==> config.mk <==
export PLATFORM = sky130hd
export DESIGN_NAME = mem_port_arbiter_flat
export DESIGN_NICKNAME = d
export VERILOG_FILES = /design/src/rtl/mem_port_arbiter_if.sv /design/src/rtl/mem_port_arbiter.sv /design/src/flat_wrapper.sv
export SDC_FILE = /design/constraint.sdc
export NUM_CORES = 1
export LEC_CHECK = 0
export CAP_MARGIN = 10
export CORE_AREA = 3 3 105 107
export CTS_CLUSTER_DIAMETER = 80
export DETAILED_ROUTE_END_ITERATION = 6
export DIE_AREA = 0 0 108 110
export GPL_TIMING_DRIVEN = 0
export PLACE_DENSITY = 0.75
export SYNTH_ARGS = -nofsm -noshare
export SYNTH_HDL_FRONTEND = slang
export SYNTH_SLANG_ARGS = --single-unit
==> constraint.sdc <==
create_clock -name CLK -period 1.6 [get_ports CLK]
set_input_delay 0.24 -clock CLK [delete_from_list [all_inputs] [get_ports CLK]]
set_output_delay 0.24 -clock CLK [all_outputs]
set_load 0.1 [all_outputs]
==> src/rtl/mem_port_arbiter_if.sv <==
// Bus bundle for mem_port_arbiter: I-cache, D-cache and memory-side handshakes.
// master = arbiter view, slave = requester/memory environment view.
interface mem_port_arbiter_if #(
  parameter int BEATS = 4,
  parameter int AW    = 32
);
  logic                       i_req;
  logic [AW-1:0]              i_addr;
  logic [31:0]                i_rdata;
  logic                       i_valid;
  logic                       i_done;

  logic                       d_req;
  logic                       d_we;
  logic [AW-1:0]              d_addr;
  logic [31:0]                d_wdata;
  logic [31:0]                d_rdata;
  logic                       d_valid;
  logic [$clog2(BEATS)-1:0]   d_beat;
  logic                       d_done;

  logic                       mem_req;
  logic                       mem_we;
  logic [AW-1:0]              mem_addr;
  logic [31:0]                mem_wdata;
  logic                       mem_ack;
  logic [31:0]                mem_rdata;

  logic                       StallF;
  logic                       StallM;

  modport master (
    input  i_req, i_addr, d_req, d_we, d_addr, d_wdata, mem_ack, mem_rdata,
    output i_rdata, i_valid, i_done, d_rdata, d_valid, d_beat, d_done,
           mem_req, mem_we, mem_addr, mem_wdata, StallF, StallM
  );

  modport slave (
    output i_req, i_addr, d_req, d_we, d_addr, d_wdata, mem_ack, mem_rdata,
    input  i_rdata, i_valid, i_done, d_rdata, d_valid, d_beat, d_done,
           mem_req, mem_we, mem_addr, mem_wdata, StallF, StallM
  );
endinterface

==> src/rtl/mem_port_arbiter.sv <==
// Single memory port shared by I-cache refills and D-cache refills/writebacks, one burst at a time.
// ARB_ROUND_ROBIN_EN: alternate grants when both caches request; otherwise D always wins.
module mem_port_arbiter #(
  parameter int BEATS = 4,
  parameter int AW    = 32
) (
  input  logic CLK,
  input  logic RESET,
  mem_port_arbiter_if.master bus
);
  localparam int BW = $clog2(BEATS);
  localparam logic [AW-1:0] LINE_MASK = {{(AW-BW-2){1'b1}}, {(BW+2){1'b0}}};

  typedef enum logic [1:0] {IDLE, GRANT_I, GRANT_D} state_t;

  state_t        state_q, state_d;
  logic [BW-1:0] beat_q, beat_d;
  logic [AW-1:0] base_q, base_d;
  logic          we_q, we_d;
  logic          pick_d;
  logic          in_grant, last_beat, i_ack, d_ack;

  assign in_grant  = (state_q != IDLE);
  assign last_beat = (beat_q == BW'(BEATS-1));
  assign i_ack     = (state_q == GRANT_I) && bus.mem_ack;
  assign d_ack     = (state_q == GRANT_D) && bus.mem_ack;

`ifdef ARB_ROUND_ROBIN_EN
  logic last_d_q, last_d_d;  // 1 = D-cache was the most recent grant

  assign pick_d = bus.d_req && (!bus.i_req || !last_d_q);

  always_ff @(posedge CLK or posedge RESET) begin
    if (RESET) last_d_q <= 1'b0;
    else       last_d_q <= last_d_d;
  end

  always_comb begin
    last_d_d = last_d_q;
    if (state_q == IDLE) begin
      if (pick_d)          last_d_d = 1'b1;
      else if (bus.i_req)  last_d_d = 1'b0;
    end
  end
`else
  assign pick_d = bus.d_req;
`endif

  always_ff @(posedge CLK or posedge RESET) begin
    if (RESET) begin
      state_q <= IDLE;
      beat_q  <= '0;
      base_q  <= '0;
      we_q    <= 1'b0;
    end else begin
      state_q <= state_d;
      beat_q  <= beat_d;
      base_q  <= base_d;
      we_q    <= we_d;
    end
  end

  always_comb begin
    state_d = state_q;
    beat_d  = beat_q;
    base_d  = base_q;
    we_d    = we_q;
    case (state_q)
      IDLE: begin
        if (pick_d) begin
          state_d = GRANT_D;
          base_d  = bus.d_addr & LINE_MASK;
          we_d    = bus.d_we;
          beat_d  = '0;
        end else if (bus.i_req) begin
          state_d = GRANT_I;
          base_d  = bus.i_addr & LINE_MASK;
          we_d    = 1'b0;
          beat_d  = '0;
        end
      end
      GRANT_I, GRANT_D: begin
        // Requests dropping mid-burst are ignored: only acks move the burst along.
        if (bus.mem_ack) begin
          if (last_beat) begin
            state_d = IDLE;
            beat_d  = '0;
          end else begin
            beat_d  = beat_q + BW'(1);
          end
        end
      end
      default: state_d = IDLE;
    endcase
  end

  assign bus.mem_req   = in_grant;
  assign bus.mem_we    = (state_q == GRANT_D) && we_q;
  assign bus.mem_addr  = in_grant ? base_q + {{(AW-BW-2){1'b0}}, beat_q, 2'b00} : '0;
  assign bus.mem_wdata = in_grant ? bus.d_wdata : 32'h0;

  assign bus.i_valid = i_ack;
  assign bus.i_rdata = i_ack ? bus.mem_rdata : 32'h0;
  assign bus.i_done  = i_ack && last_beat;

  assign bus.d_valid = d_ack && !we_q;
  assign bus.d_rdata = (d_ack && !we_q) ? bus.mem_rdata : 32'h0;
  assign bus.d_done  = d_ack && last_beat;
  assign bus.d_beat  = (state_q == GRANT_D) ? beat_q : '0;

  assign bus.StallF = bus.i_req && !bus.i_done;
  assign bus.StallM = bus.d_req && !bus.d_done;
endmodule

==> src/flat_wrapper.sv <==
// flat-port wrapper written by rule: the top's interface ports become plain ports
module mem_port_arbiter_flat 
#(
  parameter int BEATS = 4,
  parameter int AW    = 32
)
  (CLK, RESET, bus_i_req, bus_i_addr, bus_d_req, bus_d_we, bus_d_addr, bus_d_wdata, bus_mem_ack, bus_mem_rdata, bus_i_rdata, bus_i_valid, bus_i_done, bus_d_rdata, bus_d_valid, bus_d_beat, bus_d_done, bus_mem_req, bus_mem_we, bus_mem_addr, bus_mem_wdata, bus_StallF, bus_StallM);
  mem_port_arbiter_if #(.BEATS(BEATS), .AW(AW)) bus_i ();
  input  logic CLK;
  input  logic RESET;
  input wire logic [$bits(bus_i.i_req)-1:0] bus_i_req;
  input wire logic [$bits(bus_i.i_addr)-1:0] bus_i_addr;
  input wire logic [$bits(bus_i.d_req)-1:0] bus_d_req;
  input wire logic [$bits(bus_i.d_we)-1:0] bus_d_we;
  input wire logic [$bits(bus_i.d_addr)-1:0] bus_d_addr;
  input wire logic [$bits(bus_i.d_wdata)-1:0] bus_d_wdata;
  input wire logic [$bits(bus_i.mem_ack)-1:0] bus_mem_ack;
  input wire logic [$bits(bus_i.mem_rdata)-1:0] bus_mem_rdata;
  output wire logic [$bits(bus_i.i_rdata)-1:0] bus_i_rdata;
  output wire logic [$bits(bus_i.i_valid)-1:0] bus_i_valid;
  output wire logic [$bits(bus_i.i_done)-1:0] bus_i_done;
  output wire logic [$bits(bus_i.d_rdata)-1:0] bus_d_rdata;
  output wire logic [$bits(bus_i.d_valid)-1:0] bus_d_valid;
  output wire logic [$bits(bus_i.d_beat)-1:0] bus_d_beat;
  output wire logic [$bits(bus_i.d_done)-1:0] bus_d_done;
  output wire logic [$bits(bus_i.mem_req)-1:0] bus_mem_req;
  output wire logic [$bits(bus_i.mem_we)-1:0] bus_mem_we;
  output wire logic [$bits(bus_i.mem_addr)-1:0] bus_mem_addr;
  output wire logic [$bits(bus_i.mem_wdata)-1:0] bus_mem_wdata;
  output wire logic [$bits(bus_i.StallF)-1:0] bus_StallF;
  output wire logic [$bits(bus_i.StallM)-1:0] bus_StallM;
  assign bus_i.i_req = bus_i_req;
  assign bus_i.i_addr = bus_i_addr;
  assign bus_i.d_req = bus_d_req;
  assign bus_i.d_we = bus_d_we;
  assign bus_i.d_addr = bus_d_addr;
  assign bus_i.d_wdata = bus_d_wdata;
  assign bus_i.mem_ack = bus_mem_ack;
  assign bus_i.mem_rdata = bus_mem_rdata;
  assign bus_i_rdata = bus_i.i_rdata;
  assign bus_i_valid = bus_i.i_valid;
  assign bus_i_done = bus_i.i_done;
  assign bus_d_rdata = bus_i.d_rdata;
  assign bus_d_valid = bus_i.d_valid;
  assign bus_d_beat = bus_i.d_beat;
  assign bus_d_done = bus_i.d_done;
  assign bus_mem_req = bus_i.mem_req;
  assign bus_mem_we = bus_i.mem_we;
  assign bus_mem_addr = bus_i.mem_addr;
  assign bus_mem_wdata = bus_i.mem_wdata;
  assign bus_StallF = bus_i.StallF;
  assign bus_StallM = bus_i.StallM;
  mem_port_arbiter #(.BEATS(BEATS), .AW(AW)) u_core (.CLK(CLK), .RESET(RESET), .bus(bus_i));
endmodule
# Word level (Yosys, flattened, before mapping)
# Index checks and enable logic that the tools add are counted.
[classes]
add_sub_neg = 2
muxes = 19
eq_ne = 6
n_reduce_logical = 19
[ops]
columns = ["op", "n"]
rows = [
  ["$mux W32", 6],
  ["$add A32 B4 Y32", 1],
  ["$mux W2", 9],
  ["$logic_and A1 B1 Y1", 8],
  ["$pmux W2 S2", 2],
  ["$reduce_and A3 Y1", 2],
  ["$reduce_bool A2 Y1", 3],
  ["$eq A2 B2 Y1 const B", 2],
  ["$logic_not A1 Y1", 3],
  ["$ne A3 B3 Y1 const B", 1],
  ["$add A2 B1 Y2 const B", 1],
  ["$eq A2 B1 Y1 const B", 1],
  ["$logic_not A2 Y1", 1],
  ["$mux W1", 2],
  ["$ne A2 B1 Y1 const B", 1],
  ["$ne A2 B2 Y1 const B", 1],
  ["$reduce_and A2 Y1", 1],
  ["$reduce_or A2 Y1", 1],
]
[word_totals]
regBits = 37
input_bits = 134
elab_cells = 50

# Longest topological paths before layout
[logic_depth]
ltp_word = 5
ltp_mapped = 7
depth_no_buf = 5

# Least setup slack after synthesis
# OpenSTA, ideal clock, no wires.
[synth_timing]
path_kind = "register to output"
startpoint = "reg u_core.state_q[0]"
endpoint = "out bus_StallM"
t_arrival_ns = 2.599
slack_ns = -1.239
stages_incl_launch_ff = 5
path_cell_list = "dfrtp_1 > inv_1 > ha_1 > and3_1 > nor2_1"
[synth_between]
elab_chain_cells = 5
[synth_lines]
columns = ["element", "line_no", "text"]
rows = [
  ["start: declaration", "mem_port_arbiter.sv:16", "state_t state_q, state_d;"],
  ["start signal: assignment", "mem_port_arbiter.sv:56", "state_q <= state_d;"],
  ["$eq A2 B2 Y1", "mem_port_arbiter.sv:26", "assign d_ack = (state_q == GRANT_D) && bus.mem_ack;"],
  ["$logic_and A1 B1 Y1", "mem_port_arbiter.sv:26", ""],
  ["$logic_and A1 B1 Y1", "mem_port_arbiter.sv:108", "assign bus.d_done = d_ack && last_beat;"],
  ["via bus_d_done", "flat_wrapper.sv:25", "output wire logic [$bits(bus_i.d_done)-1:0] bus_d_done;"],
  ["$logic_not A1 Y1", "mem_port_arbiter.sv:112", "assign bus.StallM = bus.d_req && !bus.d_done;"],
  ["$logic_and A1 B1 Y1", "mem_port_arbiter.sv:112", ""],
  ["end: declaration", "flat_wrapper.sv:31", "output wire logic [$bits(bus_i.StallM)-1:0] bus_StallM;"],
]
# The timed path passes the listed nets, and every way through them passes these cells.

# Worst setup path after layout
[layout_timing]
startpoint = "reg u_core.state_q[1]"
endpoint = "out bus_mem_addr[4]"
[layout_between]
elab_chain_cells = 2
[layout_lines]
columns = ["element", "line_no", "text"]
rows = [
  ["$reduce_bool A2 Y1", "mem_port_arbiter.sv:23", "assign in_grant = (state_q != IDLE);"],
  ["$mux W32", "mem_port_arbiter.sv:99", "assign bus.mem_addr = in_grant ? base_q + {{(AW-BW-2){1'b0}}, beat_q, 2'b00} : '0;"],
  ["end: declaration", "flat_wrapper.sv:28", "output wire logic [$bits(bus_i.mem_addr)-1:0] bus_mem_addr;"],
]
# No other way between the ends.

==> results.md <==
- Synthesized cell area: 2830 sq um
- Hpwl dp: 10,100 um
- Mux cell area share after synthesis: 0.112
- Core box area: 10,200 sq um
- Gp weighted congestion: 0.780
- Static Leak: 3.61 nW
- P_int: 7.82 mW
- Worst Tran Pin Value: 0.707 ns
- Die H: 110 um
- Gr usage total: 0.242
- Crit Path Category: register to output pin
- Sequential power share: 0.087
- Worst-path fanout max: 10
- Rel. slew slack: 0.528
- Syn Inst Count: 311
- Post-synth ARST share: 1.00
- Ratio of final minimum period to clock period: 1.28
- Syn. warnings: 0
- Number of synthesized flops with an enable pin: 0
- Reg2reg path depth: 7
- Fill cells: 499
- Routed len/inst: 24.1 um
- Post-Synth Adder-Cell Area: 0.0221
- RSZ-0062 raised after global routing: yes
- Final Hold Vio Count: 0
- Critical R2R Capture: u_core.beat_q[1]$_DFFE_PP0P_
- CTS tree: yes
- Inserted Clock Buffers: 5
- Fmax: 0.489 GHz
- Slowest CP cell: dfrtp_2
- Worst setup SP type: register
- Antenna violations before repair: 3
- Clk pwr share: 0.036
- Layout cells sized above 1: 0.669
- Area growth, synth to finish: 196%
- Synth Area in Compound Gates: 0.114
- R2R Setup Slk: -0.19 ns
- Final Skew: 0.0106 ns
- Pin count of the biggest net entering global routing: 20
- Status: finished with violations
- Net Sw Power: 10.4 mW
- Starting Density: 0.276
- Drt drc: 0
- Final min period: 2.04 ns
- CTS clk-pin slew, worst paths: 0.07 ns
- Most frequent cells in the layout: buf_12 (150), clkdlybuf4s50_1 (124), nor2b_4 (61)
- Area leader, netlist: dfrtp_1
- Tightest Hold Check Type: primary input to asynchronous set/reset pin
- Num rows: 37
- Avg Inst Size Synth: 9.09 sq um
- Die Wd: 108 um
- Setup TNS: -53.88 ns
- Most common flop cell mapped by yosys: dfrtp_1
- Clk Latency, worst-skew pair: 0.28 ns
- Yosys cell types: 29
- Utilization after layout: 0.817
- I/O pins: 272
- Routed wire length: 17,900 um
- Post-Synth Simple-Gate Area: 0.370
- Failing checks: setup timing
- Vias in the first global route: 3,706
- Router iterations before antenna repair: 4
- Top-area cell type share of the netlist area: 0.292
- Switch share: 0.570
- Seq/Total Area, Yosys: 0.292
- H-tree depth: 2
- Arrival time worst endpoint: 1.80 ns
- Combinational Power Share: 0.877
- Final Slew Violations: 0
- Maxcap violations: 0
- Bufs on Longest Clock Path: 2
- CP endpoint kind: output pin
- Worst R2R Start: u_core.state_q[0]$_DFFE_PP0P_
- Max IR drop VDD: 0.00170 V
- Critical path, cell by cell: inv_2 -> ha_2 -> buf_12 -> buf_12 -> nor2b_4 -> buf_12
- Post-Synth XOR/XNOR Area: 0
- Total grt overflow: 0
- Critical Path Max Stage Delay: 0.45 ns
- Final setup vio count: 140
- PwrDens: 2180 nW/um^2
- Iter 0 DRT Violations: 149
- DR vias: 3,579
- DIE AREA: 11,900 sq um
- Largest family of logic cells by synthesized area: simple AND/OR/NAND/NOR gates
- Cell mode on critical path: buf_12
- I/O Buffers: 260
- First-pass GRT wire length: 22,000 um
- Most common cell after layout, fill and taps aside: buf_12
- Area contributors post-synth: dfrtp_1 (29%), nor2b_1 (13%), mux2i_1 (11%)
- Routed Antenna Nets: 0
- Vias/cell: 4.82
- Final Worst Setup Slack: -0.445 ns
- # clock sinks: 33
- Register bit total from synthesis: 33
- Nets: 743
- Critical path data required time: 1.36 ns
- Root Buffer: clkbuf_8
## per-layer routing
metal,global-route usage,share of wire,up-vias,wire length [um]
li1,-,-,1611,-
met1,0.249,0.34,1726,6110
met2,0.464,0.53,196,9580
met3,0.0786,0.081,46,1440
met4,0.0757,0.044,0,790
met5,0,0,-,0
## cell usage after synthesis (2+ instances only)
library cell  count
nor2b_1          61
buf_2            11
dfrtp_1          33
buf_12            4
nand2_2          28
nor2_1            4
ha_1              5
clkbuf_1          6
and2_1           36
buf_4             6
buf_6             2
inv_1             7
o21ai_2          28
nand2_1           3
and3_1           34
mux2i_1          30
## logic make-up (layout without fill, tap and decap cells)
| kind of cell | after synthesis | in the layout |
|---|---|---|
| compound gates | 35 | 35 |
| flops | 33 | 33 |
| simple gates | 170 | 170 |
| buf+inv | 36 | 328 |
| mux | 31 | 31 |
| fa+ha+maj | 5 | 5 |
| other cells | 1 | 5 |
## stage by stage
stage / worst slack [ns] / hold slack [ns] / instance area (sq um) / cells / power, mW
after floorplan: -0.242 / 0.369 / 3670 / 312 / 11.6
after global placement: -1.27 / 0.457 / 6440 / 708 / 14.0
after detailed placement: -1.29 / 0.470 / 6470 / 709 / 14.1
after CTS: -0.347 / 0.375 / 8080 / 728 / 17.3
after global routing: -0.487 / 0.420 / 8360 / 743 / 18.7
final: -0.445 / 0.374 / 8360 / 743 / 18.2
## worst max path at each step
stage	start	end	slack [ns]	cells past startpoint
6_report	u_core.state_q[1]$_DFFE_PP0P_	bus_mem_addr[4]	-0.44	6
5_1_grt	u_core.state_q[0]$_DFFE_PP0P_	bus_d_rdata[27]	-0.49	8
4_1_cts	u_core.state_q[0]$_DFFE_PP0P_	bus_d_rdata[12]	-0.35	8
3_5_place_dp	bus_mem_ack	bus_i_rdata[6]	-1.29	5
3_3_place_gp	bus_mem_ack	bus_i_rdata[6]	-1.27	5
2_1_floorplan	u_core.state_q[1]$_DFFE_PP0P_	bus_mem_addr[26]	-0.24	4
## critical path: cells and delay by family (launching register included)
| kind | cells | cell delay (ns) |
|---|---|---|
| flops | 1 | 0.45 |
| fa+ha+maj | 1 | 0.27 |
| buf+inv | 4 | 0.71 |
| simple gates | 1 | 0.07 |
## sequential cells by signal (all words and copies together), names as in the netlist
signal / count
u_core.beat_q: 2
u_core.base_q: 28
u_core.state_q: 2
u_core.we_q: 1
## power groups by stage
stage | clock network [mW] | registers (mW) | logic [mW]
after floorplan | 0 | 1.48 | 10.1
after global placement | 0 | 1.52 | 12.5
after detailed placement | 0 | 1.55 | 12.5
after CTS | 0.669 | 1.54 | 15.1
after global routing | 0.708 | 1.62 | 16.3
final | 0.654 | 1.59 | 15.9
## final cells by class
cell class / instances / area [sq um] / share of cell area
antenna: 3 / 7.51 / 0.000898
inverter: 7 / 26.3 / 0.00314
tap: 136 / 170 / 0.0204
clock buffer: 6 / 82.6 / 0.00988
multi-input combinational: 243 / 2560 / 0.307
clock inverter: 1 / 7.51 / 0.000898
timing repair buffer: 285 / 4270 / 0.511
buffer: 29 / 400 / 0.0479
sequential: 33 / 827 / 0.0990
## what timing repair did
item	CTS	global route
gates cloned	2	3
setup endpoints to repair	136	139
resized for setup	1243	28
endpoints found under the hold margin	0	0
hold buffers	0	0
pin swaps	11	3
buffers inserted	10	10
Note: power is estimated with default switching activity, not from simulation.
